### config.mk
export PLATFORM = sky130hd
export DESIGN_NAME = mania_lane_renderer
export DESIGN_NICKNAME = d
export VERILOG_FILES = /design/src/rtl/mania_lane_renderer.sv
export SDC_FILE = /design/constraint.sdc
export NUM_CORES = 1
export LEC_CHECK = 0
export ABC_AREA = 1
export CORE_AREA = 2 2 263 265
export DETAILED_ROUTE_END_ITERATION = 16
export DIE_AREA = 0 0 265 267
export SYNTH_ARGS = -nofsm -noshare
export SYNTH_HDL_FRONTEND = slang
export SYNTH_SLANG_ARGS = --single-unit
### constraint.sdc
create_clock -name clk -period 8 [get_ports clk]
set_input_delay 1.6 -clock clk [delete_from_list [all_inputs] [get_ports clk]]
set_output_delay 1.6 -clock clk [all_outputs]
set_load 0.05 [all_outputs]
### src/rtl/mania_lane_renderer.sv
// Four-lane falling-note renderer for a VGA pixel pipeline: note slots, scroll, hit/miss detection, pixel colour.
// Optional per-lane hit flash on the hit line is enabled by defining MANIA_HIT_FLASH_EN.
module mania_lane_renderer #(
  parameter int LANE_X0 = 192,
  parameter int LANE_W  = 64,
  parameter int HIT_ROW = 400,
  parameter int NOTE_H  = 16,
  parameter int SCROLL  = 2,
  parameter int WINDOW  = 24
) (
  input  logic        clk,
  input  logic        rst,
  input  logic [8:0]  row_addr,
  input  logic [9:0]  col_addr,
  input  logic        rdn,
  input  logic        spawn_valid,
  input  logic [1:0]  spawn_lane,
  output logic        spawn_ready,
  input  logic [3:0]  key,
  output logic [11:0] d_out,
  output logic [3:0]  hit_pulse,
  output logic [3:0]  miss_pulse
);

  logic [3:0][3:0]       valid_q, valid_d;
  logic [3:0][3:0][9:0]  y_q, y_d;
  logic [8:0]            row_prev_q, row_prev_d;
  logic [3:0]            key_prev_q, key_prev_d;
  logic [11:0]           d_out_q, d_out_d;
  logic [3:0]            hit_pulse_q, hit_pulse_d;
  logic [3:0]            miss_pulse_q, miss_pulse_d;
  logic [3:0]            flash_on;

  logic                  frame_tick;
  logic [3:0]            key_edge;
  logic [3:0]            hit_found;
  logic [3:0][1:0]       hit_idx;

  assign spawn_ready = ~&valid_q[spawn_lane];
  assign frame_tick  = ~rdn && (row_addr == 9'd0) && (row_prev_q != 9'd0);
  assign key_edge    = key & ~key_prev_q;

  assign d_out      = d_out_q;
  assign hit_pulse  = hit_pulse_q;
  assign miss_pulse = miss_pulse_q;

`ifdef MANIA_HIT_FLASH_EN
  logic [3:0][2:0] flash_q, flash_d;

  always_comb begin
    flash_d = flash_q;
    for (int l = 0; l < 4; l++) begin
      if (hit_pulse_d[l]) begin
        flash_d[l] = 3'd7;
      end else if (frame_tick && (flash_q[l] != 3'd0)) begin
        flash_d[l] = flash_q[l] - 3'd1;
      end
    end
  end

  always_ff @(posedge clk) begin
    if (rst) flash_q <= '0;
    else     flash_q <= flash_d;
  end

  always_comb begin
    for (int l = 0; l < 4; l++) flash_on[l] = (flash_q[l] != 3'd0);
  end
`else
  assign flash_on = 4'b0000;
`endif

  // Per lane, pick the valid slot lowest on screen whose centre lies within the hit window.
  always_comb begin : hit_search
    int centre;
    hit_found = '0;
    hit_idx   = '0;
    for (int l = 0; l < 4; l++) begin
      for (int s = 0; s < 4; s++) begin
        centre = int'(y_q[l][s]) + NOTE_H / 2;
        if (valid_q[l][s] && (centre >= HIT_ROW - WINDOW) && (centre <= HIT_ROW + WINDOW) &&
            (!hit_found[l] || (y_q[l][s] > y_q[l][hit_idx[l]]))) begin
          hit_found[l] = 1'b1;
          hit_idx[l]   = 2'(s);
        end
      end
    end
  end

  always_comb begin : slot_update
    logic [10:0] sum;
    logic        placed;
    valid_d      = valid_q;
    y_d          = y_q;
    hit_pulse_d  = '0;
    miss_pulse_d = '0;
    sum          = '0;
    placed       = 1'b0;
    for (int l = 0; l < 4; l++) begin
      if (key_edge[l] && hit_found[l]) begin
        valid_d[l][hit_idx[l]] = 1'b0;
        hit_pulse_d[l]         = 1'b1;
      end
    end
    // Slots just cleared by a hit are skipped here, so they never also miss.
    if (frame_tick) begin
      for (int l = 0; l < 4; l++) begin
        for (int s = 0; s < 4; s++) begin
          if (valid_d[l][s]) begin
            sum = {1'b0, y_q[l][s]} + 11'(SCROLL);
            if (sum >= 11'd480) begin
              valid_d[l][s]   = 1'b0;
              miss_pulse_d[l] = 1'b1;
            end else begin
              y_d[l][s] = sum[9:0];
            end
          end
        end
      end
    end
    if (spawn_valid && spawn_ready) begin
      for (int s = 0; s < 4; s++) begin
        if (!placed && !valid_q[spawn_lane][s]) begin
          valid_d[spawn_lane][s] = 1'b1;
          y_d[spawn_lane][s]     = 10'd0;
          placed                 = 1'b1;
        end
      end
    end
    row_prev_d = row_addr;
    key_prev_d = key;
  end

  // Lanes are disjoint column ranges, so at most one lane writes the pixel.
  always_comb begin : pixel
    int col;
    int row;
    logic in_note;
    col     = int'(col_addr);
    row     = int'(row_addr);
    d_out_d = 12'h000;
    in_note = 1'b0;
    if (!rdn) begin
      for (int l = 0; l < 4; l++) begin
        if ((col >= LANE_X0 + l * LANE_W) && (col < LANE_X0 + (l + 1) * LANE_W)) begin
          in_note = 1'b0;
          for (int s = 0; s < 4; s++) begin
            if (valid_q[l][s] && (row >= int'(y_q[l][s])) && (row < int'(y_q[l][s]) + NOTE_H))
              in_note = 1'b1;
          end
          if (in_note) begin
            case (l)
              0:       d_out_d = 12'hf00;
              1:       d_out_d = 12'h0f0;
              2:       d_out_d = 12'h00f;
              default: d_out_d = 12'hff0;
            endcase
          end else if (row == HIT_ROW) begin
            d_out_d = flash_on[l] ? 12'h0f0 : 12'hfff;
          end else if (col == LANE_X0 + l * LANE_W) begin
            d_out_d = 12'h888;
          end else if (key[l]) begin
            d_out_d = 12'h222;
          end
        end
      end
    end
  end

  always_ff @(posedge clk) begin
    if (rst) begin
      valid_q      <= '0;
      y_q          <= '0;
      row_prev_q   <= '0;
      key_prev_q   <= '0;
      d_out_q      <= '0;
      hit_pulse_q  <= '0;
      miss_pulse_q <= '0;
    end else begin
      valid_q      <= valid_d;
      y_q          <= y_d;
      row_prev_q   <= row_prev_d;
      key_prev_q   <= key_prev_d;
      d_out_q      <= d_out_d;
      hit_pulse_q  <= hit_pulse_d;
      miss_pulse_q <= miss_pulse_d;
    end
  end

endmodule

==> results.ini <==
[timing]
rsz0062_at_grt=no
finalHoldViolCount=0
worst_pin_slew_ns=1.14
fmax_ghz=0.149
fin_setup_tns_ns=0
period_minus_slack_ns=6.73
clock_skew_ns=0.0346
hold_slack_ns=0.494
slew_violations=0
slew_headroom_pct=23.4
fin_crit_sh_pct=84.2
finalSetupViolations=0

[clocking]
cts_resized=0
cts_max_level=1
clock_latency_ns=0.60
cts.sinks=206
post_cts_buffers=0
cts_max_path_buffers=3
cts_tree=yes
hold_buffers=0
path_clk_slew_ns=0.06
cts_buffers=29
cts_root_buffer=clkbuf_16

[global_route]
antenna_found_initial=0
grt_start_max_net_pins=36
grt_pass1_vias=21800
grt_usage_pct=20.9
grt_first_pass_wirelength_um=119000
grt_overflow=0

[place]
routabilityCongestion=0.919
placed_cells=4534
io_buffers=49
dp_hpwl_um=56300

[finish]
area_growth_pct=10.1
nFillCells=7280
drive_gt1_share_pct=4.02
fin_nets=4136
fin_cells=4586
diodes=0

[floorplanning]
core_area_sq_um=68000
dieArea_sq_um=70800
initial_core_util_pct=34.7
ios=50
std_cell_rows=96
die_height_um=267
die_w_um=265

[pwr]
vdd_ir_drop_max_mv=0.177
p_total_mw=2.70
power_frac_clock_pct=50.4
swShare_pct=27.1
cellLeakagePower_nw=12.6
power_density_nw_per_um2=104
p_int_mw=1.97
p_sw_mw=0.733
p_comb_share_pct=11.2
power.share.sequential_pct=38.4

[setup_path]
cp_slowest_cell=o21ai_1
cp.required_ns=8.46
critPathMostFrequentCell=nand2_1
rr_worst_depth=32
start_kind=flop
cp_max_fo=23
crit_type=flop to flop
endpoint_kind=flop
max_stage_delay_ns=0.95
critPathArrivalTime_ns=7.20

[job]
maxCapViolations=0

[synthesis]
synth_cell_types=71
yosysSeqAreaShare_pct=17.5
synth_area_sq_um=23600
ys_seq_elements=206
synth_enable_flop_cells=0
synth-main-ff-cell=dfxtp_1
async_flop_share_pct=0
synth.avg_cell_area_sq_um=6.49
yosys_warnings=0
syn-num-nets=4092
syn_inst=3639

[min_path]
hold_path_class=flop to flop
whs_path_depth=2

[outcome]
status=finished clean

[detailed_routing]
via_per_inst=5.20
routed_wl_um=75000
wl_per_cell_um=16.4
firstDrtPassIters=6
final_antenna_net_count=0
vias=23800
drc=0
first_iter_violations=1907

registers in the layout, summed over array words and instances, names as in the netlist:
signal,cells
key_prev_q,4
row_prev_q,9
miss_pulse,4
d_out,9
valid_q,16
hit_pulse,4
y_q,160
power groups by stage:
stage	Sequential (mW)	Clock [mW]	Combinational, mW
CTS	1.04	1.39	0.300
global placement	1.06	0	0.295
floorplan	1.06	0	0.180
global route	1.04	1.43	0.342
finish	1.04	1.36	0.302
detailed placement	1.06	0	0.299
synth_stat cells (all sizes together) (10+ instances only):
cell	n	share of area (%)
inv	502	8.0
a22oi	10	0.32
xnor2	14	0.52
dfxtp	206	17
o211ai	16	0.57
nand3b	15	0.53
o21bai	22	0.70
nand4	64	1.7
o21ai	255	5.4
nor3	74	1.6
nor4	26	0.72
clkbuf	25	0.41
ha	424	22
a21oi	272	5.8
buf	26	0.76
nand3	213	4.7
xor2	94	3.5
o21a	15	0.48
a211oi	13	0.41
nor2	375	6.3
nand2	860	14
a31oi	22	0.61
a21o	14	0.45
and3	12	0.32
cell type report:
cell class,instances,area [sq um],area share [%]
clock buffers,41,861,3.31
flip-flops and latches,206,4120,15.9
inverters,509,1910,7.35
clock inverters,11,134,0.515
repair buffers,64,558,2.15
multi-input cells,2873,17300,66.5
well taps,882,1100,4.25
routing by layer:
metal / wire, um / global-route usage (%) / vias up
li1: - / - / 12300
met1: 36200 / 29.7 / 10800
met2: 32100 / 33.2 / 649
met3: 4520 / 2.36 / 103
met4: 2130 / 6.05 / 0
met5: 0 / 0 / -
logic make-up after synthesis:
logic type | share of synthesized area (%)
compound gates | 16.4
fa+ha+maj | 22.5
buf+inv | 9.27
xor+xnor | 4.04
flops | 17.5
simple gates | 30.3
mux | 0.0424
cell usage in the layout, fill, tap and decap left out, types with 6 or more instances in the layout:
cell type        netlist  layout
nor4_1                25      25
a22oi_1               10      10
o21ai_0              245     245
nand3_2                7       7
clkinv_1               7       7
o21a_1                15      15
o21ai_1                9       9
nor3_1                71      71
clkbuf_8               0       9
nand3b_1              14      14
a21o_1                13      13
nand2_2                8       8
nor2_1               360     360
buf_2                 12       9
clkdlybuf4s50_1        0      40
nor2_2                 9       9
buf_4                  8      15
nor2_4                 6       6
o31ai_1                9       9
dfxtp_1              206     206
clkinv_2               0       7
xor2_1                93      93
ha_1                 424     424
a21oi_1              269     269
o2111ai_1              6       6
nand3_1              206     206
and3_1                12      12
nand4_1               64      64
inv_1                485     485
nand2_1              846     846
clkbuf_16              0      29
a211oi_1              13      13
o211ai_1              13      13
a31oi_1               21      21
inv_2                 17      17
xnor2_1               14      14
o21bai_1              22      22
o221ai_1               7       7
metrics by stage:
step	area [sq um]	util, %	setup slack (ns)
3_5_place_dp	25000	36.8	1.35
6_report	26000	38.2	1.27
5_1_grt	26000	38.2	0.511
2_1_floorplan	23600	-	2.43
4_1_cts	26000	38.2	1.30
3_3_place_gp	25000	36.8	1.42
worst max-delay path: cells and delay by family, from the launching register on:
| kind | cells | cell delay, ns |
|---|---|---|
| AO/OA/AOI/OAI | 10 | 2.90 |
| AND/OR/NAND/NOR | 18 | 2.13 |
| adder cells (fa/ha/maj) | 3 | 1.00 |
| flip-flops | 1 | 0.49 |
| buffers and inverters | 1 | 0.08 |
worst paths after layout:
path / startpoint / slack, ns / endpoint
max: y_q[45]$_SDFF_PP0_ / 1.27 / y_q[51]$_SDFF_PP0_
min: y_q[69]$_SDFF_PP0_ / 0.49 / y_q[69]$_SDFF_PP0_
max reg2reg: y_q[45]$_SDFF_PP0_ / 1.27 / y_q[51]$_SDFF_PP0_
min reg2reg: y_q[69]$_SDFF_PP0_ / 0.49 / y_q[69]$_SDFF_PP0_
Power figures use the tool's default switching activity.
